### src/rtl/rv32_cu_pkg.sv
// +--------------------------------------------------------------------------+
// | Module   : rv32_cu_pkg                                                   |
// | Brief    : State encoding and widths for the RV32 multicycle control FSM |
// | Revision : 1.0 - initial release                                         |
// +--------------------------------------------------------------------------+
`default_nettype none

package rv32_cu_pkg;

  localparam int c_STATE_W = 3;
  localparam int c_WE_W    = 4;

  typedef enum logic [c_STATE_W-1:0] {
    ST_IDLE       = 3'd0,
    ST_FETCH      = 3'd1,
    ST_FETCH_WAIT = 3'd2,
    ST_DECODE     = 3'd3,
    ST_EXECUTE    = 3'd4,
    ST_MEM        = 3'd5,
    ST_WRITEBACK  = 3'd6,
    ST_HALT       = 3'd7
  } state_t;

endpackage

`default_nettype wire

### src/rtl/rv32_fsm_control_unit.sv
// +--------------------------------------------------------------------------+
// | Module   : rv32_fsm_control_unit                                         |
// | Brief    : Six-state-per-instruction control FSM driving PC/IMem/RF/DMem |
// |            enables from decoder flags. Define CU_DEBUG_STATE_EN to       |
// |            expose the current state on dbg_state.                        |
// | Revision : 1.0 - initial release                                         |
// +--------------------------------------------------------------------------+
`default_nettype none

module rv32_fsm_control_unit
  import rv32_cu_pkg::*;
#(
  parameter int WE_W = c_WE_W
) (
  input  logic            clk,
  input  logic            rstn,
  input  logic            load,
  input  logic            store,
  input  logic            branch,
  input  logic            fence,
  input  logic [WE_W-1:0] decoder_dmem_we,
  input  logic            halt,
  output logic            pc_we,
  output logic            imem_rd,
  output logic            rf_we,
  output logic [WE_W-1:0] dmem_we,
  output logic            dmem_rd
`ifdef CU_DEBUG_STATE_EN
  ,
  output logic [c_STATE_W-1:0] dbg_state
`endif
);

  state_t r_state;

  logic w_is_fence;
  logic w_is_store;
  logic w_is_load;
  logic w_is_alu;

  always_ff @(posedge clk or negedge rstn) begin
    if (!rstn) begin
      r_state <= ST_IDLE;
    end else begin
      case (r_state)
        ST_IDLE:       r_state <= ST_FETCH;
        ST_FETCH:      r_state <= ST_FETCH_WAIT;
        ST_FETCH_WAIT: r_state <= ST_DECODE;
        ST_DECODE:     r_state <= halt ? ST_HALT : ST_EXECUTE;
        ST_EXECUTE:    r_state <= ST_MEM;
        ST_MEM:        r_state <= ST_WRITEBACK;
        ST_WRITEBACK:  r_state <= ST_FETCH;
        ST_HALT:       r_state <= ST_HALT;
        default:       r_state <= ST_IDLE;
      endcase
    end
  end

  // Class priority: halt > fence > store > load > branch > ALU
  assign w_is_fence = !halt && fence;
  assign w_is_store = !halt && !fence && store;
  assign w_is_load  = !halt && !fence && !store && load;
  assign w_is_alu   = !halt && !fence && !store && !load && !branch;

  always_comb begin
    pc_we   = 1'b0;
    imem_rd = 1'b0;
    rf_we   = 1'b0;
    dmem_we = '0;
    dmem_rd = 1'b0;
    case (r_state)
      ST_FETCH, ST_FETCH_WAIT: imem_rd = 1'b1;
      ST_MEM:                  dmem_rd = w_is_load;
      ST_WRITEBACK: begin
        pc_we   = !halt;
        rf_we   = w_is_load || w_is_alu;
        dmem_we = w_is_store ? decoder_dmem_we : '0;
        dmem_rd = w_is_load;
      end
      default: ;
    endcase
  end

`ifdef CU_DEBUG_STATE_EN
  assign dbg_state = r_state;
`endif

  // Fence only matters through the priority chain above.
  logic w_unused;
  assign w_unused = w_is_fence;

endmodule

`default_nettype wire

### config.mk
export PLATFORM = sky130hd
export DESIGN_NAME = rv32_fsm_control_unit
export DESIGN_NICKNAME = d
export VERILOG_FILES = /design/src/rtl/rv32_cu_pkg.sv /design/src/rtl/rv32_fsm_control_unit.sv
export SDC_FILE = /design/constraint.sdc
export NUM_CORES = 1
export LEC_CHECK = 0
export ABC_AREA = 0
export CAP_MARGIN = 20
export CORE_AREA = 10 10 47 49
export CTS_BUF_LIST = sky130_fd_sc_hd__clkbuf_8
export DETAILED_ROUTE_END_ITERATION = 10
export DIE_AREA = 0 0 57 59
export PLACE_DENSITY = 0.45
export SYNTH_ARGS = -nofsm -noshare
export SYNTH_HDL_FRONTEND = slang
export SYNTH_SLANG_ARGS = --single-unit
### constraint.sdc
create_clock -name clk -period 1.6 [get_ports clk]
set_input_delay 0.16 -clock clk [delete_from_list [all_inputs] [get_ports clk]]
set_output_delay 0.16 -clock clk [all_outputs]
set_load 0.05 [all_outputs]
Word-level counts from Yosys, hierarchy flattened. Index checks and enable logic that the tools add are counted.

Logic and storage cells: 32. Bits of input ports: 11. Output and inout bits: 8. Flip-flop bits (word level): 3.

Equal/unequal tests: 7. Reductions and logical operators: 16. Muxes and demuxes: 8.

Operators by type and width (number): $pmux W3 S7 (1); $eq A3 B3 Y1 const B (4); $mux W4 (2); $eq A3 B2 Y1 const B (2); $logic_and A1 B1 Y1 (6); $reduce_or A2 Y1 (3); $logic_not A1 Y1 (5); $mux W1 (4); $eq A3 B1 Y1 const B (1); $logic_not A3 Y1 (1); $mux W2 (1); $logic_or A1 B1 Y1 (1).

Depth between registers and ports, before layout.
Depth after elaboration: 7. Depth in mapped cells: 3. Mapped depth without buffers: 2.

Least setup slack after synthesis. No wires, ideal clock.

Path type: register -> output. Start point: register with a tool-made name. End point: output port dmem_we[0]. Data required time: 1440 ps. Path slack: -532 ps. Path buffers: 1. Arrival: 1972 ps. Cell stages (with the launch flop): 4. Cell sequence: dfrtp_1 or3b_1 buf_6 nor3_1.

RTL lines: end, declared (line rv32_fsm_control_unit.sv:26) `output logic [WE_W-1:0] dmem_we,`.

==> impl_metrics.json <==
{
  "outcome": "finished with violations",
  "violations": "setup timing",
  "crit_arrival_ns": 1.50,
  "drc": 0,
  "cts_root_buf": "clkbuf_8",
  "power_density_mw_per_mm2": 1390,
  "routed_wl_um": 899,
  "start_util_pct": 17.0,
  "insertion_delay_ns": 0.22,
  "avgSynthCellArea_um2": 9.14,
  "grt_max_degree": 7,
  "slowest_stage": "or3b_1",
  "die_h_um": 59,
  "syn_area_um2": 238,
  "hold_path.class": "in2async",
  "clock.fmax_ghz": 0.603,
  "seq_area_frac_synth_pct": 31.6,
  "die_area_mm2": 0.00336,
  "die_w_um": 57,
  "stdcell_count": 67,
  "grt_usage_pct": 5.54,
  "io_pins": 19,
  "fin_nets": 63,
  "cts_buffer_depth": 2,
  "crit_path_start_kind": "flip-flop",
  "dpl.hpwl_um": 761,
  "max_stage_delay_ns": 0.36,
  "ys_seq_elements": 3,
  "crit_required_ns": 1.44,
  "vias_per_cell": 4.48,
  "critPathCaptureType": "output port",
  "grt_pass1_vias": 324,
  "core_mm2": 0.00140,
  "place_congestion": 0.677,
  "fin_crit_sh_pct": 104,
  "crit_chain": "or3b_1 > buf_6 > a2111oi_4 > buf_12",
  "relSlewSlack_pct": 75.6,
  "ff_latch_area_um2": 75.1,
  "grt_pass1_wl_um": 1420,
  "power_leakage_uw": 0.000243,
  "fin_setup_tns_ns": -0.110,
  "drtIter0Drc": 0,
  "n_fill_cell": 135,
  "cap_violations": 0,
  "multi_input_area_um2": 185,
  "setup_ws_ns": -0.0576,
  "portBuffers": 18,
  "synth_warnings": 0,
  "cts_setup_buffers": 0,
  "dp.cells": 63,
  "vdd_ir_drop_max_v": 0.000711,
  "drtAntennaViolNets": 0,
  "cts_max_level": 1,
  "cts_sinks": 3,
  "clock_skew_ns": 0.00225,
  "num_rows": 14,
  "criticalPathCategory": "reg2out",
  "drv_slew": 0,
  "cts_tree": "yes",
  "synthCells": 26,
  "finalHoldViolCount": 0,
  "synth.distinct_cells": 15,
  "critPathTopFamily": "simple AND/OR/NAND/NOR gates",
  "antenna_found_initial": 0,
  "tightest_slew_ns": 0.364,
  "finalSetupViolations": 5,
  "wl_per_cell_um": 13.4,
  "syn_nets": 37,
  "rsz0062_at_grt": "yes",
  "timing.critical_path.buf_inv": 2,
  "grt_overflow_total": 0,
  "holdWs_ns": 0.123,
  "worst-path-max-fanout": 6,
  "min_period_ns": 1.66,
  "drive_gt1_share_pct": 47.1,
  "path_clk_slew_ns": 0.03,
  "vias": 300,
  "n_antenna_cell": 0,
  "cts_buffers": 3,
  "first_pass_iters": 1,
  "syn_to_final_growth_pct": 163
}
==> worst paths after layout <==
check / start / to / slack, ns / depth (start not counted)
worst max register to register: flip-flop / r_state[1] / 0.66 / 3
max in group asynchronous: rstn / async pin / 1.34 / 1
worst max-delay path: flip-flop / rf_we / -0.06 / 4
worst min-delay path: rstn / r_state[0] / 0.12 / 1
min in group clk: halt / r_state[0] / 0.44 / 4
worst min register to register: r_state[0] / r_state[0] / 0.52 / 1
==> repair_timing <==
action,4_1_cts,5_1_grt
hold endpoints to repair,0,0
gates resized for setup,5,0
endpoints found under the setup margin,6,6
hold buffers,0,0
pin swaps,1,0
==> logic make-up (layout without fill, tap and decap cells) <==
logic type | count (synthesis) | after routing | synth area share [%]
AOI/OAI and AO/OA | 3 | 3 | 16.3
xor gates and xnor gates | 1 | 1 | 3.68
buffers and inverters | 3 | 28 | 7.90
DFF | 3 | 3 | 31.6
muxes | 1 | 1 | 4.74
and+or+nand+nor | 15 | 15 | 35.8
==> final cells by class <==
class                   instances  area share, %
repair buffers                 22           46.7
multi-input cells              20           29.7
flip-flops and latches          3           12.0
clock buffers                   3           6.61
well taps                      16           3.21
inverters                       2           1.20
clock inverters                 1          0.601
==> where the power goes <==
part / internal, uW / switching (uW)
clock network: 163 / 50.7
logic: 244 / 255
registers: 112 / 43.4
==> Yosys cell counts <==
| cell | n | area share (%) |
|---|---|---|
| or3b_1 | 1 | 3.7 |
| nor3b_1 | 2 | 6.3 |
| nor3_1 | 4 | 8.4 |
| dfrtp_1 | 3 | 32 |
| buf_6 | 1 | 4.7 |
| xnor2_1 | 1 | 3.7 |
| nor2_1 | 1 | 1.6 |
| mux2_2 | 1 | 4.7 |
| o21ai_0 | 1 | 2.1 |
| nand2b_1 | 1 | 2.6 |
| nand2_1 | 5 | 7.9 |
| inv_1 | 2 | 3.2 |
| nor4_2 | 1 | 5.3 |
| o22ai_1 | 1 | 2.6 |
| a2111oi_4 | 1 | 12 |
==> placed cells by master (no fill, tap or decap), drive strengths merged <==
| cell | netlist | final |
|---|---|---|
| o21ai | 1 | 1 |
| a2111oi | 1 | 1 |
| buf | 1 | 12 |
| clkdlybuf4s50 | 0 | 8 |
| inv | 2 | 3 |
| dfrtp | 3 | 3 |
| xnor2 | 1 | 1 |
| clkbuf | 0 | 3 |
| nand2b | 1 | 1 |
| nor3 | 4 | 4 |
| o22ai | 1 | 1 |
| nand2 | 5 | 5 |
| mux2 | 1 | 1 |
| nor3b | 2 | 2 |
| nor4 | 1 | 1 |
| dlygate4sd2 | 0 | 2 |
| nor2 | 1 | 1 |
| or3b | 1 | 1 |
==> metal layers <==
metal / track usage [%] / wire (um)
met1: 5.85 / 377
met2: 7.60 / 362
met3: 3.22 / 135
met4: 5.03 / 24
met5: 0 / 0
==> per-stage QoR <==
step | utilization, % | power, uW | setup slack [ns] | cell area [um^2]
floorplan | - | 420 | -0.113 | 272
global placement | 40.7 | 635 | -0.122 | 571
detailed placement | 40.7 | 641 | -0.148 | 571
CTS | 44.6 | 886 | -0.0717 | 624
global route | 44.6 | 922 | -0.123 | 624
finish | 44.6 | 869 | -0.0576 | 624
Note: power is estimated with default switching activity, not from simulation.
